$ cat config.mk
export PLATFORM = sky130hd
export DESIGN_NAME = i2s_tdm_controller
export DESIGN_NICKNAME = d
export VERILOG_FILES = /design/src/rtl/i2s_pkg.sv /design/src/rtl/i2s_clk_gen.sv /design/src/rtl/i2s_tdm_controller.sv
export SDC_FILE = /design/constraint.sdc
export NUM_CORES = 1
export LEC_CHECK = 0
export BUFFER_PORTS_ARGS = -buffer_cell sky130_fd_sc_hd__buf_2
export CORE_MARGIN = 3
export CORE_UTILIZATION = 54
export DETAILED_ROUTE_END_ITERATION = 8
export GPL_ROUTABILITY_DRIVEN = 1
export HOLD_SLACK_MARGIN = 0.06
export MAX_ROUTING_LAYER = met4
export PLACE_DENSITY = 0.71
export SLEW_MARGIN = 20
export SYNTH_ARGS = -nofsm -noshare
export SYNTH_HDL_FRONTEND = slang
export SYNTH_SLANG_ARGS = --single-unit
$ cat constraint.sdc
create_clock -name clk_in -period 9.5 [get_ports clk_in]
set_clock_uncertainty 0.1 [all_clocks]
set_input_delay 0.95 -clock clk_in [delete_from_list [all_inputs] [get_ports clk_in]]
set_output_delay 0.95 -clock clk_in [all_outputs]
set_load 0.03 [all_outputs]
$ cat src/rtl/i2s_pkg.sv
`default_nettype none
// ============================================================================
//  Module      : i2s_pkg
//  Description : Shared types and helpers for the I2S/TDM bus master:
//                FSM state and word-select mode enums, frame geometry and
//                index helpers, parameter range check.
//  Revision    : 1.0 - initial release
// ============================================================================
package i2s_pkg;

  typedef enum logic [0:0] {
    ST_IDLE = 1'b0,
    ST_RUN  = 1'b1
  } state_e;

  // Two slots drive a 50% I2S word select; more slots drive a one-bit frame pulse.
  typedef enum logic [0:0] {
    WS_I2S       = 1'b0,
    WS_TDM_PULSE = 1'b1
  } ws_mode_e;

  function automatic int frame_bits(input int num_channels, input int slot_width);
    return num_channels * slot_width;
  endfunction

  // Counter width able to hold 0..n-1, never narrower than one bit.
  function automatic int idx_width(input int n);
    return (n <= 2) ? 1 : $clog2(n);
  endfunction

  function automatic ws_mode_e ws_mode(input int num_channels);
    return (num_channels == 2) ? WS_I2S : WS_TDM_PULSE;
  endfunction

  // Word select leads the data by one bit, so it is evaluated for the following bit.
  function automatic logic ws_level(input ws_mode_e mode, input int bit_idx,
                                    input int fbits, input int slot_width);
    int nxt;
    nxt = (bit_idx + 1) % fbits;
    if (mode == WS_I2S) begin
      return (nxt >= slot_width) && (nxt < 2 * slot_width);
    end
    return bit_idx == fbits - 1;
  endfunction

  // Slot positions past the sample width carry padding zeros.
  function automatic logic in_sample(input int pos, input int sample_width);
    return pos < sample_width;
  endfunction

  // Bit of the packed frame carried at (slot, pos), MSB of each sample first.
  function automatic int data_index(input int slot, input int pos, input int sample_width);
    return slot * sample_width + sample_width - 1 - pos;
  endfunction

  function automatic bit params_ok(input int sck_div, input int sample_width,
                                   input int slot_width, input int num_channels);
    return (sck_div >= 2) && (sample_width >= 1) && (sample_width <= slot_width) &&
           (num_channels >= 2);
  endfunction

endpackage
`default_nettype wire

$ cat src/rtl/i2s_clk_gen.sv
`default_nettype none
// ============================================================================
//  Module      : i2s_clk_gen
//  Description : Bit-clock divider. Toggles sck every SCK_DIV clocks while
//                running and flags the cycle of each rising / falling toggle.
//                Parks with sck low and the divider cleared when stopped.
//  Revision    : 1.0 - initial release
// ============================================================================
module i2s_clk_gen #(
  parameter int SCK_DIV = 32
) (
  input  logic clk_i,
  input  logic rst_i,
  input  logic run_i,
  output logic sck_o,
  output logic rise_tick_o,
  output logic fall_tick_o
);
  import i2s_pkg::*;

  localparam int CNT_W = idx_width(SCK_DIV);
  localparam logic [CNT_W-1:0] CNT_LAST = CNT_W'(SCK_DIV - 1);

  logic [CNT_W-1:0] cnt_q, cnt_d;
  logic             sck_q, sck_d;
  logic             half_done;

  assign half_done   = run_i && (cnt_q == CNT_LAST);
  assign rise_tick_o = half_done && !sck_q;
  assign fall_tick_o = half_done && sck_q;
  assign sck_o       = sck_q;

  // Count each half period and flip sck at its end; hold everything low when stopped.
  always_comb begin
    cnt_d = cnt_q;
    sck_d = sck_q;
    if (!run_i) begin
      cnt_d = '0;
      sck_d = 1'b0;
    end else if (half_done) begin
      cnt_d = '0;
      sck_d = !sck_q;
    end else begin
      cnt_d = cnt_q + 1'b1;
    end
  end

  // Divider state register.
  always_ff @(posedge clk_i or posedge rst_i) begin
    if (rst_i) begin
      cnt_q <= '0;
      sck_q <= 1'b0;
    end else begin
      cnt_q <= cnt_d;
      sck_q <= sck_d;
    end
  end

endmodule
`default_nettype wire

$ cat src/rtl/i2s_tdm_controller.sv
`default_nettype none
// ============================================================================
//  Module      : i2s_tdm_controller
//  Description : I2S / TDM bus master. Generates sck and ws, serialises
//                parallel multi-channel frames onto sd_out and assembles
//                sd_in into parallel frames. One-deep tx holding register
//                with valid/ready; whole frames only.
//  Revision    : 1.0 - initial release
// ============================================================================
module i2s_tdm_controller #(
  parameter int SCK_DIV      = 32,
  parameter int SAMPLE_WIDTH = 24,
  parameter int SLOT_WIDTH   = 32,
  parameter int NUM_CHANNELS = 2
) (
  input  logic                                 clk_in,
  input  logic                                 rst_in,
  input  logic                                 enable_in,
  input  logic [NUM_CHANNELS*SAMPLE_WIDTH-1:0] tx_data_in,
  input  logic                                 tx_valid_in,
  output logic                                 tx_ready_out,
  output logic [NUM_CHANNELS*SAMPLE_WIDTH-1:0] rx_data_out,
  output logic                                 rx_valid_out,
  output logic                                 underrun_out,
  output logic                                 sck,
  output logic                                 ws,
  output logic                                 sd_out,
  input  logic                                 sd_in
);
  import i2s_pkg::*;

  localparam int       FRAME_BITS = frame_bits(NUM_CHANNELS, SLOT_WIDTH);
  localparam int       DATA_W     = NUM_CHANNELS * SAMPLE_WIDTH;
  localparam int       BIT_W      = idx_width(FRAME_BITS);
  localparam int       SLOT_W     = idx_width(NUM_CHANNELS);
  localparam int       POS_W      = idx_width(SLOT_WIDTH);
  localparam int       DIDX_W     = idx_width(DATA_W);
  localparam ws_mode_e WS_MODE    = ws_mode(NUM_CHANNELS);
  localparam logic [BIT_W-1:0] BIT_LAST = BIT_W'(FRAME_BITS - 1);
  localparam logic [POS_W-1:0] POS_LAST = POS_W'(SLOT_WIDTH - 1);

  if (!params_ok(SCK_DIV, SAMPLE_WIDTH, SLOT_WIDTH, NUM_CHANNELS)) begin : g_param_check
    $error("i2s_tdm_controller: parameter out of range");
  end

  state_e              state_q, state_d;
  logic [BIT_W-1:0]    bit_idx_q, bit_idx_d;
  logic [SLOT_W-1:0]   slot_q, slot_d;
  logic [POS_W-1:0]    pos_q, pos_d;
  logic [DATA_W-1:0]   frame_q, frame_d;
  logic [DATA_W-1:0]   hold_q, hold_d;
  logic                hold_full_q, hold_full_d;
  logic [DATA_W-1:0]   rx_asm_q, rx_asm_d;
  logic [DATA_W-1:0]   rx_data_q, rx_data_d;
  logic                rx_valid_q, rx_valid_d;
  logic                underrun_q, underrun_d;
  logic                ws_q, ws_d;
  logic                sd_q, sd_d;

  logic                run;
  logic                rise_tick;
  logic                fall_tick;
  logic                accept;
  logic                load;
  logic                bit_step;
  logic [DIDX_W-1:0]   rx_idx;
  logic [DIDX_W-1:0]   tx_idx;

  assign run    = (state_q == ST_RUN);
  assign accept = tx_valid_in && !hold_full_q;
  assign rx_idx = DIDX_W'(data_index(int'(slot_q), int'(pos_q), SAMPLE_WIDTH));

  i2s_clk_gen #(
    .SCK_DIV (SCK_DIV)
  ) u_clk_gen (
    .clk_i       (clk_in),
    .rst_i       (rst_in),
    .run_i       (run),
    .sck_o       (sck),
    .rise_tick_o (rise_tick),
    .fall_tick_o (fall_tick)
  );

  // Frame sequencing, tx holding register, rx assembly and next pin levels.
  always_comb begin
    state_d     = state_q;
    bit_idx_d   = bit_idx_q;
    slot_d      = slot_q;
    pos_d       = pos_q;
    frame_d     = frame_q;
    hold_d      = hold_q;
    hold_full_d = hold_full_q;
    rx_asm_d    = rx_asm_q;
    rx_data_d   = rx_data_q;
    rx_valid_d  = 1'b0;
    underrun_d  = 1'b0;
    ws_d        = ws_q;
    sd_d        = sd_q;
    load        = 1'b0;
    bit_step    = 1'b0;
    tx_idx      = '0;

    case (state_q)
      ST_IDLE: begin
        ws_d = 1'b0;
        sd_d = 1'b0;
        if (enable_in) begin
          state_d   = ST_RUN;
          bit_idx_d = '0;
          slot_d    = '0;
          pos_d     = '0;
          load      = 1'b1;
          bit_step  = 1'b1;
        end
      end
      ST_RUN: begin
        // Codec data is captured on the rising bit-clock edge.
        if (rise_tick) begin
          if (in_sample(int'(pos_q), SAMPLE_WIDTH)) begin
            rx_asm_d[rx_idx] = sd_in;
          end
          if (bit_idx_q == BIT_LAST) begin
            rx_data_d  = rx_asm_d;
            rx_valid_d = 1'b1;
          end
        end
        // The falling edge moves to the next bit; a frame boundary decides run/stop.
        if (fall_tick) begin
          bit_step = 1'b1;
          if (bit_idx_q == BIT_LAST) begin
            bit_idx_d = '0;
            slot_d    = '0;
            pos_d     = '0;
            if (enable_in) begin
              load = 1'b1;
            end else begin
              state_d = ST_IDLE;
            end
          end else begin
            bit_idx_d = bit_idx_q + 1'b1;
            if (pos_q == POS_LAST) begin
              pos_d  = '0;
              slot_d = slot_q + 1'b1;
            end else begin
              pos_d = pos_q + 1'b1;
            end
          end
        end
      end
      default: state_d = ST_IDLE;
    endcase

    // Start of frame: take the held frame, or send silence and flag the underrun.
    if (load) begin
      if (hold_full_q) begin
        frame_d = hold_q;
      end else begin
        frame_d    = '0;
        underrun_d = 1'b1;
      end
      hold_full_d = 1'b0;
    end

    // An accept on the load cycle is kept for the following frame.
    if (accept) begin
      hold_d      = tx_data_in;
      hold_full_d = 1'b1;
    end

    if (bit_step) begin
      if (state_d == ST_RUN) begin
        ws_d = ws_level(WS_MODE, int'(bit_idx_d), FRAME_BITS, SLOT_WIDTH);
        if (in_sample(int'(pos_d), SAMPLE_WIDTH)) begin
          tx_idx = DIDX_W'(data_index(int'(slot_d), int'(pos_d), SAMPLE_WIDTH));
          sd_d   = frame_d[tx_idx];
        end else begin
          sd_d = 1'b0;
        end
      end else begin
        ws_d = 1'b0;
        sd_d = 1'b0;
      end
    end
  end

  // Controller state registers.
  always_ff @(posedge clk_in or posedge rst_in) begin
    if (rst_in) begin
      state_q     <= ST_IDLE;
      bit_idx_q   <= '0;
      slot_q      <= '0;
      pos_q       <= '0;
      frame_q     <= '0;
      hold_q      <= '0;
      hold_full_q <= 1'b0;
      rx_asm_q    <= '0;
      rx_data_q   <= '0;
      rx_valid_q  <= 1'b0;
      underrun_q  <= 1'b0;
      ws_q        <= 1'b0;
      sd_q        <= 1'b0;
    end else begin
      state_q     <= state_d;
      bit_idx_q   <= bit_idx_d;
      slot_q      <= slot_d;
      pos_q       <= pos_d;
      frame_q     <= frame_d;
      hold_q      <= hold_d;
      hold_full_q <= hold_full_d;
      rx_asm_q    <= rx_asm_d;
      rx_data_q   <= rx_data_d;
      rx_valid_q  <= rx_valid_d;
      underrun_q  <= underrun_d;
      ws_q        <= ws_d;
      sd_q        <= sd_d;
    end
  end

  assign tx_ready_out = !hold_full_q;
  assign rx_data_out  = rx_data_q;
  assign rx_valid_out = rx_valid_q;
  assign underrun_out = underrun_q;
  assign ws           = ws_q;
  assign sd_out       = sd_q;

endmodule
`default_nettype wire

After elaboration in Yosys (flattened, before gate mapping)
Index checks and enable logic that the tools add are counted.
{ "word_totals": {"ff_bits": 216, "mem_bits_ro": 0, "ramBits": 0, "n_memories": 0, "word_cells": 106, "latch_bits": 0, "in_bits": 53, "out_inout_bits": 54} }
{ "classes": {"n_bitwise": 2, "order_cmp": 7, "n_mul": 2, "div": 0, "n_shift": 0, "n_reduce_logical": 12, "eq_ne": 6, "muxes": 51, "addsub": 11} }
{ "op_table": {"columns": ["cell", "n"], "rows": [
  ["2-to-1 mux 48 bit", 3],
  ["bitwise mux 48 bit", 1],
  ["2-to-1 mux 1 bit", 30],
  ["2-to-1 mux 5 bit", 6],
  ["2-to-1 mux 6 bit", 3],
  ["< comparator 6 x 7 -> 1 bit, second input constant", 2],
  ["adder 6 x 1 -> 6 bit, second input constant", 2],
  ["adder 6 x 5 -> 6 bit, second input constant", 2],
  ["one-hot mux 6 bit (2 select lines)", 1],
  ["subtractor 6 x 1 -> 6 bit, second input constant", 2],
  ["subtractor 6 bit", 2],
  ["adder 5 x 1 -> 5 bit, second input constant", 2],
  ["equality test 5 bit, second input constant", 2],
  ["< comparator 5 bit, second input constant", 2],
  ["one-hot mux 5 bit (2 select lines)", 1],
  ["< comparator 7 x 8 -> 1 bit, second input constant", 1],
  ["one-hot mux 1 bit (2 select lines)", 4],
  [">= comparator 7 bit, second input constant", 1],
  ["binary-select mux 1 bit (select 6 bit)", 1],
  ["demux 1 bit (select 6 bit)", 1],
  ["equality test 6 x 1 -> 1 bit, second input constant", 1],
  ["equality test 6 bit, second input constant", 1],
  [">= comparator 6 x 1 -> 1 bit, second input constant", 1],
  ["logical AND 1 bit", 6],
  ["other kinds (10)", 13]
]} }

Longest topological paths before layout
{ "logic_depth": {"depth_word": 14, "depth_mapped": 19, "depth_no_buf": 16} }

Hierarchy
From an unflattened synthesis, not the netlist that was laid out.
{ "unflattened": {"cells_unflattened": 994, "hier_area_um2": 10293.6} }
{ "by_module_without_submodules": {"columns": ["mod", "area_each_um2", "cells_per_inst", "n_inst", "seq_area_each_um2"], "rows": [
  ["i2s_tdm_controller", 10007.1, 968, 1, 5255.0],
  ["i2s_clk_gen", 286.5, 26, 1, 150.1]
]} }

Least setup slack after synthesis
OpenSTA, ideal clock, no wires.
{ "synth_path": {"kind": "flip-flop to flip-flop", "from": "reg u_clk_gen.cnt_q[0]", "to": "reg sd_q, in the netlist sd_out", "path_slack_ps": 5927, "required_time_ps": 9265, "t_arrival_ps": 3338, "stages_incl_launch_ff": 19, "path_buffers": 3, "path_cell_list": "dfrtp_1 ha_1 and3_1 ha_1 buf_4 nand3_1 clkbuf_1 o21ai_0 ha_1 inv_1 ha_1 clkbuf_1 inv_1 nand2b_1 a21o_1 a21oi_1 a311oi_1 o41ai_1 o31ai_2"} }
{ "synth_between": {"elab_cells_between_ends": 25, "classes_between": "3 x add/sub; 1 x mul; 1 x order compare; 2 x eq/ne; 16 x mux; 2 x reduce/logical"} }
{ "synth_rtl": {"columns": ["element", "line", "text"], "rows": [
  ["start: declaration", "i2s_clk_gen.sv:24", "logic [CNT_W-1:0] cnt_q, cnt_d;"],
  ["start signal: assignment", "i2s_clk_gen.sv:54", "cnt_q <= cnt_d;"],
  ["equality test 5 bit *", "i2s_clk_gen.sv:28", "assign half_done = run_i && (cnt_q == CNT_LAST);"],
  ["logical AND 1 bit *", "i2s_clk_gen.sv:28", null],
  ["logical AND 1 bit *", "i2s_clk_gen.sv:30", "assign fall_tick_o = half_done && sck_q;"],
  ["2-to-1 mux 5 bit *", "i2s_tdm_controller.sv:128", "if (fall_tick) begin"],
  ["one-hot mux 5 bit (2 select lines) *", "i2s_tdm_controller.sv:103", "case (state_q)"],
  ["net pos_d[4]", "i2s_tdm_controller.sv:49", "logic [POS_W-1:0] pos_q, pos_d;"],
  ["subtractor 6 bit", "i2s_pkg.sv:53", "return slot * sample_width + sample_width - 1 - pos;"],
  ["binary-select mux 1 bit (select 6 bit)", "i2s_tdm_controller.sv:175", "sd_d = frame_d[tx_idx];"],
  ["2-to-1 mux 1 bit (not written as such)", "i2s_tdm_controller.sv:175", null],
  ["2-to-1 mux 1 bit *", "i2s_tdm_controller.sv:173", "if (in_sample(int'(pos_d), SAMPLE_WIDTH)) begin"],
  ["2-to-1 mux 1 bit *", "i2s_tdm_controller.sv:171", "if (state_d == ST_RUN) begin"],
  ["2-to-1 mux 1 bit *", "i2s_tdm_controller.sv:170", "if (bit_step) begin"],
  ["end signal: assignment", "i2s_tdm_controller.sv:201", "sd_q <= 1'b0;"],
  ["end signal: assignment", "i2s_tdm_controller.sv:215", "sd_q <= sd_d;"],
  ["end: declaration", "i2s_tdm_controller.sv:58", "logic sd_q, sd_d;"]
]} }
The timed path passes the listed nets; every way through them passes the cells marked *. The select of a mux whose other input is x is not followed.
A chain may end at the register's enable or synchronous reset.

Worst setup path after layout
Same ends and word-level chain as after synthesis.

==> results.cfg <==
[synth]
fraction_of_the_yosys_area_taken_by_sequential_cells = 0.5328
synth_enable_flop_cells = 0
synth_top_flop_cell = dfrtp_1
yosys.cell_types.count = 68
syn_area_per_cell_um2 = 10.43
synth.net_count = 1037
synth_warnings = 0
synth_async_sr_flop_share = 1.000
synthDominantAreaCellType = dfrtp_1
fraction_of_post_synthesis_cell_area_in_the_top_cell_type_by_area = 0.5328
ranking_of_synthesized_cells_by_area = dfrtp_1, mux2_2, nand2_1
synth.cell_area_um2 = 10140
number_of_cells_produced_by_synthesis = 973
synth-seq-cells = 216

[timing]
max_clock_freq_mhz = 250.6
worst-slew-pin-transition_ns = 1.169
slew_headroom = 0.2146
period_minus_slack_ns = 3.990
setup_violations = 0
slew_violations = 0
setup_repair_after_global_routing_missed_its_margin = no
setup_tns_ns = 0
post-route-period-util = 0.4200
final-hold-violation-count = 0

[finish]
final-instance-count-excl-fill = 1294
layout.cells.most_common = dfrtp_1
flow.area_growth_from_synthesis_pct = 13.74
final_nets = 1114
most-common-layout-cells = dfrtp_1, nand2_1, buf_2
fill_cells = 1518
antenna_cells_inserted = 0
layout-drive-gt1-share = 0.2582

[routing]
drtIter0Drc = 530
detail-route-antenna-nets = 0
drt-pass1-iter-count = 5
route.detailed.wl_per_inst_um = 16.85
wire_length_reported_by_the_detailed_router_um = 21800
detail_route.drc_violations = 0
via_count = 7245
vias_per_cell = 5.599

[clocking]
cts-buffers-inserted = 23
ctsHoldBuffers = 0
cts_root_buffer = clkbuf_16
cts-resized-gates = 0
number_of_sinks_on_the_clock_net = 216
clockBufferDepth = 3
cts.repair_timing.setup_buffer_count = 0
clock_input_transition_at_the_sequential_cells_of_the_worst_setup_and_hold_paths_ns = 0.06
clk_latency_ns = 0.51
clock_tree_from_tritoncts = done
htree_num_levels = 1

[setup_path]
worst-endpoint-arrival_ns = 4.30
critical_path.max_fanout = 12
critical_path.endpoint_type = register
critical_path_required_ns = 9.81
crit_path_start_kind = register
worst-setup-path-type = reg2reg

[global_route]
globalRouteOverflowTotal = 0
global_route.usage.met1 = 0.3134
antenna_violations_before_repair = 0
grt_use_met2 = 0.3499
gr-usage-all-layers = 0.2237
vias_in_the_first_global_route = 6993
wire_length_of_the_first_global_routing_pass_um = 36180
maximum_number_of_pins_on_one_net_before_global_route_repair = 142
gr-usage-met3 = 0.03182
grt.busiest_layer = met2

[outcome]
run_status = completed

[min_path]
hp-class = reg2reg

[floorplanning]
io_pins = 107
fp.dieW_um = 143.1
effective_utilization_at_floorplan = 0.5571
rows = 49
core_area_um2 = 18210
die_boundary_height_um = 143.1
dieArea_um2 = 20470

[flow_run]
max_cap_violations = 0

[pwr]
power.density_nw_per_um2 = 181.6
max-vdd-ir-drop_uv = 152.5
p_leak_nw = 5.548

[placement]
weighted_congestion_at_the_end_of_routability_driven_global_placement = 0.8443
placement.io_buffers = 106
dpl.cell_count = 1254
hpwlAfterDp_um = 14620
==> cells by family (layout without fill, tap and decap cells) <==
| family | after synthesis | count (layout) | synth area share |
|---|---|---|---|
| buffers and inverters | 87 | 179 | 0.03860 |
| AND/OR/NAND/NOR | 359 | 359 | 0.1539 |
| adder cells (fa/ha/maj) | 11 | 11 | 0.01357 |
| AO/OA/AOI/OAI | 143 | 143 | 0.09472 |
| XOR/XNOR | 7 | 7 | 0.006044 |
| flip-flops | 216 | 216 | 0.5328 |
| multiplexers | 150 | 150 | 0.1603 |
==> per-layer routing <==
metal  wire (um)  share of wire  vias up
met5           0              0        -
met4         464          0.021        0
met3         910          0.042       40
met2       10210           0.47      167
met1       10220           0.47     3512
li1            -              -     3526
==> cells in the mapped netlist, types with 4 or more instances <==
master and number:
buf_6 5, ha_1 11, o21ai_0 67, a311oi_1 4
buf_1 4, a22o_1 10, nand2_1 202, clkbuf_1 41
a211oi_1 4, nand4_1 6, buf_4 4, o211ai_1 7
mux2_2 100, mux2i_1 50, nor3_1 4, and3_1 8
inv_1 23, dfrtp_1 216, buf_2 7, a21oi_1 15
nand3_1 46, nand2b_1 8, xor2_1 5, nor2_1 61
==> worst max-delay path: stages, from the launching register on <==
cell	delay (ns)
dfrtp_1	0.37
ha_1	0.18
and3_1	0.17
ha_1	0.33
nand3_1	0.37
o21ai_0	0.42
ha_1	0.30
inv_1	0.06
ha_1	0.15
xor2_1	0.41
nand2b_1	0.25
a21o_1	0.10
a21oi_1	0.04
a311oi_1	0.27
o41ai_1	0.12
o31ai_2	0.26
==> power by group <==
part | total, mW | leakage, nW | switching (mW) | internal [mW]
sequential | 1.05 | 2.52 | 0.0475 | 1.01
combinational | 0.140 | 2.65 | 0.0606 | 0.0792
clock | 0.903 | 0.382 | 0.355 | 0.548
total | 2.10 | 5.55 | 0.463 | 1.63
==> worst paths after layout <==
check	start	endpoint	slack (ns)	depth (start not counted)
max	u_clk_gen.cnt_q[0]	sd_out	5.51	15
max reg2reg	u_clk_gen.cnt_q[0]	sd_out	5.51	15
min in group asynchronous	rst_in	hold_q[0]	0.56	2
min reg2reg	u_clk_gen.cnt_q[0]	u_clk_gen.cnt_q[0]	0.36	1
max in group asynchronous	rst_in	rx_data_out[7]	7.21	3
min	u_clk_gen.cnt_q[0]	u_clk_gen.cnt_q[0]	0.36	1
==> flip-flops by register name, summed over array words and instances (netlist names) <==
signal           cells
frame_q             48
hold_q              48
rx_asm_q            48
rx_data_out         48
bit_idx_q            6
pos_q                5
u_clk_gen.cnt_q      5
hold_full_q          1
run                  1
rx_valid_out         1
sd_out               1
slot_q               1
u_clk_gen.sck_o      1
underrun_out         1
ws                   1
==> final cells by class <==
class,instances,area [um^2],area share
well taps,229,286.5,0.02483
flip-flops and latches,216,5405,0.4684
clock buffers,36,724.4,0.06278
inverters,25,103.9,0.009000
repair buffers,114,590.6,0.05118
multi-input cells,670,4377,0.3793
clock inverters,4,51.30,0.004446
==> metrics by stage <==
step                      cell area [um^2]  hold slack (ns)  total power, mW  utilization  setup WS, ns
after global routing                 11540           0.3701            2.183       0.6337         5.085
final                                11540           0.3571            2.096       0.6337         5.510
after global placement               10750           0.3430            1.206       0.5901         5.641
after CTS                            11530           0.3597            2.120       0.6331         5.504
after detailed placement             10750           0.3503            1.213       0.5905         5.561
after floorplan                      10140           0.3273            1.165            -         2.542
Note: power is estimated with default switching activity, not from simulation.
